### config.mk
export PLATFORM = sky130hd
export DESIGN_NAME = serial_subtractor
export DESIGN_NICKNAME = d
export VERILOG_FILES = /design/src/rtl/serial_subtractor.sv
export SDC_FILE = /design/constraint.sdc
export NUM_CORES = 1
export LEC_CHECK = 0
export BUFFER_PORTS_ARGS = -buffer_cell sky130_fd_sc_hd__buf_2
export CORE_MARGIN = 5
export CORE_UTILIZATION = 58
export CTS_CLUSTER_SIZE = 24
export DETAILED_ROUTE_END_ITERATION = 6
export PLACE_DENSITY = 0.84
export SYNTH_ARGS = -nofsm -noshare
export SYNTH_HDL_FRONTEND = slang
export SYNTH_SLANG_ARGS = --single-unit
export TNS_END_PERCENT = 20
### constraint.sdc
create_clock -name clk -period 4 [get_ports clk]
set_clock_uncertainty 0.15 [all_clocks]
set_input_delay 0.8 -clock clk [delete_from_list [all_inputs] [get_ports clk]]
set_output_delay 0.8 -clock clk [all_outputs]
set_load 0.05 [all_outputs]
### src/rtl/serial_subtractor.sv
// serial_subtractor: multi-cycle WIDTH-bit subtractor resolving BITS_PER_CYCLE bits per clock.
// Optional signed-overflow output Ovf when SERIAL_SUB_OVF_EN is defined.
module serial_subtractor #(
  parameter int WIDTH          = 16,
  parameter int BITS_PER_CYCLE = 1
) (
  input  logic             clk,
  input  logic             rst_n,
  input  logic             in_valid,
  output logic             in_ready,
  input  logic [WIDTH-1:0] operand1,
  input  logic [WIDTH-1:0] operand2,
  output logic             out_valid,
  input  logic             out_ready,
  output logic [WIDTH-1:0] Result,
  output logic             Bout
`ifdef SERIAL_SUB_OVF_EN
  ,
  output logic             Ovf
`endif
);
  localparam int B  = BITS_PER_CYCLE;
  localparam int K  = WIDTH / B;
  localparam int CW = $clog2(K + 1);
  if (WIDTH % B != 0) begin : g_bad_bpc
    $error("BITS_PER_CYCLE must divide WIDTH");
  end
  typedef enum logic [1:0] {IDLE, BUSY, DONE} state_t;
  state_t           state_q, state_d;
  logic [CW-1:0]    cnt_q, cnt_d;
  logic [WIDTH-1:0] a_q, a_d, b_q, b_d, res_q, res_d;
  logic             borrow_q, borrow_d, bout_q, bout_d;
  logic             in_ready_q, in_ready_d, out_valid_q, out_valid_d;
  logic [B:0]       slice;
  logic [WIDTH+B-1:0] shifted;
`ifdef SERIAL_SUB_OVF_EN
  logic [1:0]       msb_q, msb_d;
  logic             ovf_q, ovf_d;
`endif
  always_comb begin
    slice       = {1'b0, a_q[B-1:0]} - {1'b0, b_q[B-1:0]} - {{B{1'b0}}, borrow_q};
    shifted     = {slice[B-1:0], res_q};
    state_d     = state_q;
    cnt_d       = cnt_q;
    a_d         = a_q;
    b_d         = b_q;
    res_d       = res_q;
    borrow_d    = borrow_q;
    bout_d      = bout_q;
    in_ready_d  = in_ready_q;
    out_valid_d = out_valid_q;
`ifdef SERIAL_SUB_OVF_EN
    msb_d       = msb_q;
    ovf_d       = ovf_q;
`endif
    case (state_q)
      IDLE: begin
        in_ready_d = 1'b1;
        if (in_valid && in_ready_q) begin
          a_d        = operand1;
          b_d        = operand2;
          borrow_d   = 1'b0;
          cnt_d      = '0;
          in_ready_d = 1'b0;
          state_d    = BUSY;
`ifdef SERIAL_SUB_OVF_EN
          msb_d      = {operand1[WIDTH-1], operand2[WIDTH-1]};
`endif
        end
      end
      BUSY: begin
        // difference slices enter at the MSB so the LSB slice lands at bit 0 after K shifts
        res_d    = shifted[WIDTH+B-1:B];
        a_d      = a_q >> B;
        b_d      = b_q >> B;
        borrow_d = slice[B];
        cnt_d    = cnt_q + CW'(1);
        if (cnt_q == CW'(K - 1)) begin
          bout_d      = slice[B];
          out_valid_d = 1'b1;
          state_d     = DONE;
`ifdef SERIAL_SUB_OVF_EN
          ovf_d       = (msb_q[1] ^ msb_q[0]) & (slice[B-1] ^ msb_q[1]);
`endif
        end
      end
      DONE: begin
        if (out_ready) begin
          out_valid_d = 1'b0;
          state_d     = IDLE;
        end
      end
      default: state_d = IDLE;
    endcase
  end
  always_ff @(posedge clk or negedge rst_n) begin
    if (!rst_n) begin
      state_q     <= IDLE;
      cnt_q       <= '0;
      a_q         <= '0;
      b_q         <= '0;
      res_q       <= '0;
      borrow_q    <= 1'b0;
      bout_q      <= 1'b0;
      in_ready_q  <= 1'b0;
      out_valid_q <= 1'b0;
`ifdef SERIAL_SUB_OVF_EN
      msb_q       <= '0;
      ovf_q       <= 1'b0;
`endif
    end else begin
      state_q     <= state_d;
      cnt_q       <= cnt_d;
      a_q         <= a_d;
      b_q         <= b_d;
      res_q       <= res_d;
      borrow_q    <= borrow_d;
      bout_q      <= bout_d;
      in_ready_q  <= in_ready_d;
      out_valid_q <= out_valid_d;
`ifdef SERIAL_SUB_OVF_EN
      msb_q       <= msb_d;
      ovf_q       <= ovf_d;
`endif
    end
  end
  assign in_ready  = in_ready_q;
  assign out_valid = out_valid_q;
  assign Result    = res_q;
  assign Bout      = bout_q;
`ifdef SERIAL_SUB_OVF_EN
  assign Ovf       = ovf_q;
`endif
endmodule
==> reports/results.txt, run 1 <==
Number of setup buffers added after CTS: 0
Vias in the first global route: 2,021
Reg2reg path depth: 3
Max_cap viols: 0
Crit path largest cell delay: 0.89 ns
Clk pwr share: 0.174
Seq pwr share: 0.380
GPL Wtd Cong: 0.7394
Die Area: 5907 µm²
Final Critical Period: 2.063 ns
Hold Startpoint: Result[0]
Mapped Avg Cell Area: 8.878 µm²
Worst skew pair latency: 0.32 ns
Largest net degree at the start of global routing: 60
Vias per cell: 5.266
Sw Ratio: 0.4514
Ys Warns: 0
Layout cells sized above 1: 0.2128
CTS root buffer: clkbuf_8
Post-route ant nets: 0
Hold path cells: 2
Arr. time, crit path: 2.16 ns
Number of buffers added on ports: 54
Final core occ: 0.6879
H-tree Lvls: 3
CP dominant cell by count: a21oi_1
Endpoints failing hold: 0
Power Dens Cells: 924.7 nW/µm²
Ports: 55
Synth unique cells: 26
Antenna diodes: 0
Clock Path Buffers: 2
WL per Instance: 13.16 µm
Worst-path clk slew: 0.06 ns
Die outline width: 76.86 µm
Chip Height: 76.86 µm
CTS tree: done
Worst Path Required: 4.10 ns
CP bufs+invs: 1
FP Rows: 24
Unrepaired setup endpoints after global routing: false
Critical path's top delay family: simple AND/OR/NAND/NOR gates
Worst-path fanout max: 32
Least-Margin Pin Slew: 1.101 ns
Antenna violations before repair: 0
Post-CTS Hold Fix Bufs: 0
Clock Sink Count: 59
First-pass GRT wire length: 9183 µm
Critical Path Source Type: input port
P_int: 1.520 mW
CP Cell Sequence: buf_2, and3b_1, a21oi_1, a21oi_1
Prevailing post-synth register cell: dfrtp_1
Core Region: 4354 µm²
Initial Utilization: 0.5954
Hold Path Class: reg2reg
Final Total Pwr: 2.770 mW
Slowest cell on crit path: and3b_1
Synth-to-layout area growth: 15.54%
Status: complete, no violations
Max frequency: 484.6 MHz
DR DRC count: 0
Synthesized flop and latch total: 59
Post-Syn Instances: 292
Switching pwr: 1.250 mW
Leak: 1.549 nW
Commonest non-fill, non-tap cell in the layout: nand2_1
Commonest non-fill, non-tap cells in the layout: nand2_1, a21oi_1, dfrtp_1
Number of synthesized flops with an enable pin: 0
Slew Limit Headroom: 0.2660
Fin nets: 378
Critical R2R Capture: a_q[6]
Routed Wire Length: 5200 µm
Estimated wirelength of the detail-placed design: 3275 µm
Reg2reg start: state_q[1]
Post-synth ARST share: 1.000
Comb power frac: 0.445
Drt pass-1 iters: 5
Design area: 2995 µm²
Maximum vdd drop: 0.0004761 V
Setup violators final: 0
CTS Buf Count: 9
GRT overflow: 0
R2R setup slack: 1.95 ns
Final Slew Violations: 0
Syn nets: 331
GRT Util Overall: 0.1876
Placed Area: 2816 µm²
Vias: 2,080
Seq/Total Area, Yosys: 0.5695
Post-synthesis cell area: 2592 µm²
Crit path kind: in2reg
Tcrit/Tclk final: 0.5158
CTS resizes: 0
Iteration-0 DRC Markers: 179
Worst setup EP type: flop
Setup tns final: 0 ns
Hold Path Sink: Result[0]
[routing by layer]
metal | up-vias | global-route usage | part of all wire
li1 | 1043 | - | -
met1 | 980 | 0.2488 | 0.45
met5 | - | 0 | 0
met4 | 0 | 0.07343 | 0.020
met2 | 47 | 0.2954 | 0.48
met3 | 10 | 0.04684 | 0.052
[final cells by class]
cell class	count	area, µm²
Timing Repair Buffer	57	292.8
Tap cell	52	65.06
Multi-Input combinational cell	209	970.9
Inverter	3	11.26
Clock buffer	13	168.9
Clock inverter	2	10.01
Fill cell	367	1359
Sequential cell	59	1476
[synthesized netlist by cell type (2+ instances only)]
cell / number / area (µm²)
a21oi_1: 65 / 325.3
buf_2: 9 / 45.04
buf_4: 4 / 30.03
buf_6: 5 / 56.30
dfrtp_1: 59 / 1476
ha_1: 2 / 25.02
inv_1: 3 / 11.26
nand2_1: 86 / 322.8
nand3_1: 7 / 35.03
nand3b_1: 2 / 15.01
nor2_1: 32 / 120.1
o21ai_0: 4 / 20.02
[worst register-to-register path: stages, from the launching register on]
cell and delay (ns):
dfrtp_1 0.46, and3b_1 0.98, a21oi_1 0.20, a21oi_1 0.19
[power groups by stage]
stage               logic, mW  registers (mW)  clock network (mW)
floorplan               0.751            1.33                   0
global placement         1.21            1.06                   0
detailed placement       1.24            1.06                   0
CTS                      1.25            1.05               0.492
global route             1.40            1.09               0.524
finish                   1.23            1.05               0.482
[sequential cells by signal, indices dropped and copies added (netlist names)]
register   flops
in_ready       1
out_valid      1
b_q           16
a_q           16
Result        16
borrow_q       1
cnt_q          5
Bout           1
state_q        2
[worst max-delay path by stage]
stage / endpoint / slack, ns / startpoint / depth (start not counted)
3_3_place_gp: b_q[14] / 1.64 / in_valid / 4
6_report: a_q[6] / 1.94 / in_valid / 4
3_5_place_dp: b_q[3] / 1.60 / in_valid / 4
2_1_floorplan: a_q[10] / 2.30 / in_valid / 5
5_1_grt: b_q[1] / 1.73 / state_q[1] / 3
4_1_cts: a_q[6] / 1.92 / in_valid / 4
[per-stage QoR]
step / worst slack (ns) / cells / hold slack, ns
2_1_floorplan: 2.304 / 292 / 0.3176
3_3_place_gp: 1.636 / 380 / 0.3039
3_5_place_dp: 1.602 / 380 / 0.3185
4_1_cts: 1.919 / 395 / 0.3320
5_1_grt: 1.733 / 395 / 0.3600
6_report: 1.937 / 395 / 0.3276
[logic make-up after synthesis]
group	Yosys count	synth area share
xor+xnor	1	0.003379
buf+inv	24	0.05984
mux	1	0.004343
fa+ha+maj	3	0.01737
flops	59	0.5695
compound gates	73	0.1448
simple gates	131	0.2008
Note: power is estimated with default switching activity, not from simulation.
==> run 2, diff against run 1 <==
ABC_AREA = 1   (was not set)
CORE_UTILIZATION = 54   (was 58)
PLACE_DENSITY = 0.79   (was 0.84)
clock period = 2.1 ns   (was 4 ns; I/O delays follow)
==> run 2 against run 1 <==
Flip-flop and latch count is the same. Register-to-register slack got worse by 1.7 ns. Routed wire length increased by 17%. Count of clock-buffer cells in the layout is 3 lower. Critical path depth increased by 2. Power rose by 100%. Utilization fell by 2.3 points.
==> reports/results.txt, run 2 <==
Commonest non-fill, non-tap cell in the layout: nand2_1
Final Critical Period: 1.831 ns
Slew Limit Headroom: 0.4893 (+0.2233)
Tcrit/Tclk final: 0.8717
DR DRC count: 0 (unchanged)
Synthesized flop and latch total: 59 (unchanged)
Design area: 3329 µm² (+11%)
Seq/Total Area, Yosys: 0.5398 (-0.02970)
Iteration-0 DRC Markers: 197 (+10%)
Initial Utilization: 0.5460 (-0.04945)
Top cells by count, synth: nand2_1, dfrtp_1, nand3_1
Fin nets: 446 (+18%)
Synth-to-layout area growth: 21.73%
Setup violators final: 0 (unchanged)
Power Dens Cells: 1689 nW/µm² (+83%)
Fillers: 455 (+24%)
Vias in the first global route: 2,270 (+12%)
Largest net degree at the start of global routing: 37 (-38%)
Clock Sink Count: 59 (unchanged)
Estimated wirelength of the detail-placed design: 3996 µm (+22%)
Post-synthesis cell area: 2735 µm² (+5.5%)
Final Slew Violations: 0 (unchanged)
Worst Path Required: 2.22 ns (-1.88 ns)
Least-Margin Pin Slew: 0.7642 ns (-0.3368 ns)
Maximum vdd drop: 0.001062 V (+120%)
Vias: 2,371 (+14%)
CTS tree: done
Worst-path fanout max: 36 (+13%)
Arr. time, crit path: 1.95 ns (-0.21 ns)
Hold Path Class: in2reg
Synth unique cells: 21 (-19%)
CTS root buffer: clkbuf_8
Layout cells sized above 1: 0.2015 (-0.01137)
Die Area: 6589 µm² (+12%)
GPL Wtd Cong: 0.7955 (+7.6%)
Ports: 55 (unchanged)
CTS Buf Count: 9 (unchanged)
GRT overflow: 0 (unchanged)
Share of the synthesized area in the top cell type: 0.5398 (-0.02970)
Endpoints failing hold: 0 (unchanged)
Max_cap viols: 0 (unchanged)
Antenna diodes: 0 (unchanged)
Number of synthesized flops with an enable pin: 0 (unchanged)
Clock Path Buffers: 2 (unchanged)
Critical Path Source Type: flop
Antenna violations before repair: 0 (unchanged)
Prevailing post-synth register cell: dfrtp_1
Unrepaired setup endpoints after global routing: false
Syn nets: 392 (+18%)
Chip Height: 81.17 µm (+5.6%)
Routed Wire Length: 6081 µm (+17%)
FP Rows: 26 (+8.3%)
Synth top area cells: dfrtp_1, nand2_1, nand3_1, o21ai_0, inv_1
Leak: 1.860 nW (+20%)
Vias per cell: 4.919 (-6.6%)
Most frequent cell after synthesis: nand2_1
Ys Warns: 0 (unchanged)
Core Region: 5010 µm² (+15%)
Post-synth top area cell: dfrtp_1
GRT Util Overall: 0.2142 (+0.02661)
Post-synth ARST share: 1.000 (unchanged)
Worst setup EP type: flop
Status: complete, no violations
WL per Instance: 12.62 µm (-4.2%)
Post-Syn Instances: 353 (+21%)
Post-route ant nets: 0 (unchanged)
Number of buffers added on ports: 54 (unchanged)
Mapped Avg Cell Area: 7.748 µm² (-13%)
Worst-path clk slew: 0.07 ns (about the same)
Crit path kind: reg2reg
FF/Latch Area: 1476 µm² (unchanged)
Max frequency: 546.3 MHz
First-pass GRT wire length: 10,810 µm (+18%)
Setup tns final: 0 ns (unchanged)
Placed Area: 3069 µm² (+9.0%)
Worst skew pair latency: 0.34 ns (+0.02 ns)
Commonest non-fill, non-tap cells in the layout: nand2_1, dfrtp_1, buf_2
Die outline width: 81.17 µm (+5.6%)
H-tree Lvls: 3 (unchanged)
Drt pass-1 iters: 4 (-1)
Multi-input gate area: 1114 µm² (+15%)
## run 2: metrics by stage
step           std cells  setup WS, ns  utilization  total power, mW  hold WS (ns)
2_1_floorplan        353        0.5013            -            3.796      -0.02559
3_3_place_gp         465        0.3664       0.6126            4.285        0.2618
3_5_place_dp         465        0.2831       0.6126            4.363        0.2700
4_1_cts              482        0.2554       0.6646            5.679        0.1160
5_1_grt              482       0.09807       0.6646            6.090        0.1191
6_report             482        0.2695       0.6646            5.625        0.1305
## run 2: critical path: stages (launching register included)
cell and delay (ns):
dfrtp_1 0.38, inv_2 0.07, nand2_4 0.20, inv_2 0.08, nor2_4 0.61, nand2_1 0.14
nand2_1 0.11
## run 2: routing by layer
metal  up-vias  part of all wire  GRT usage
met5         -                 0          0
met4         0             0.014    0.07770
met3         7             0.048    0.05432
met2        54              0.49     0.3350
met1      1100              0.45     0.2892
li1       1210                 -          -
## run 2: layout make-up
type | instances | area share
tap | 70 | 0.02631
sequential | 59 | 0.4434
timing repair buffer | 63 | 0.1060
inverter | 13 | 0.01466
multi-input combinational | 261 | 0.3345
clock buffer | 10 | 0.04134
clock inverter | 6 | 0.03382
## run 2: where the power goes
part | total, mW | internal [mW] | switching [mW]
clock | 1.28 | 0.820 | 0.460
sequential | 1.95 | 1.64 | 0.304
combinational | 2.40 | 0.722 | 1.68
## run 2: what timing repair did
action / in CTS / in global routing
buffers inserted: 0 / 0
endpoints found under the hold margin: 19 / 0
hold buffers: 1 / 0
gates resized for setup: 0 / 0
## run 2: worst paths after layout
kind	startpoint	endpoint	slack [ns]	cells past startpoint
worst min-delay path	out_ready	state_q[1]	0.13	2
worst max-delay path	state_q[1]	a_q[0]	0.27	6
worst max register to register	state_q[1]	a_q[0]	0.27	6
worst min register to register	a_q[14]	a_q[14]	0.32	2
min in group asynchronous	rst_n	cnt_q[0]	0.43	2
max in group asynchronous	rst_n	Result[9]	0.77	3
## run 2: cells by family after synthesis
group,count (synthesis),synth area share
buffers and inverters,33,0.05307
adders and majority gates,3,0.01647
and+or+nand+nor,237,0.3500
DFF,59,0.5398
AOI/OAI and AO/OA,21,0.04071
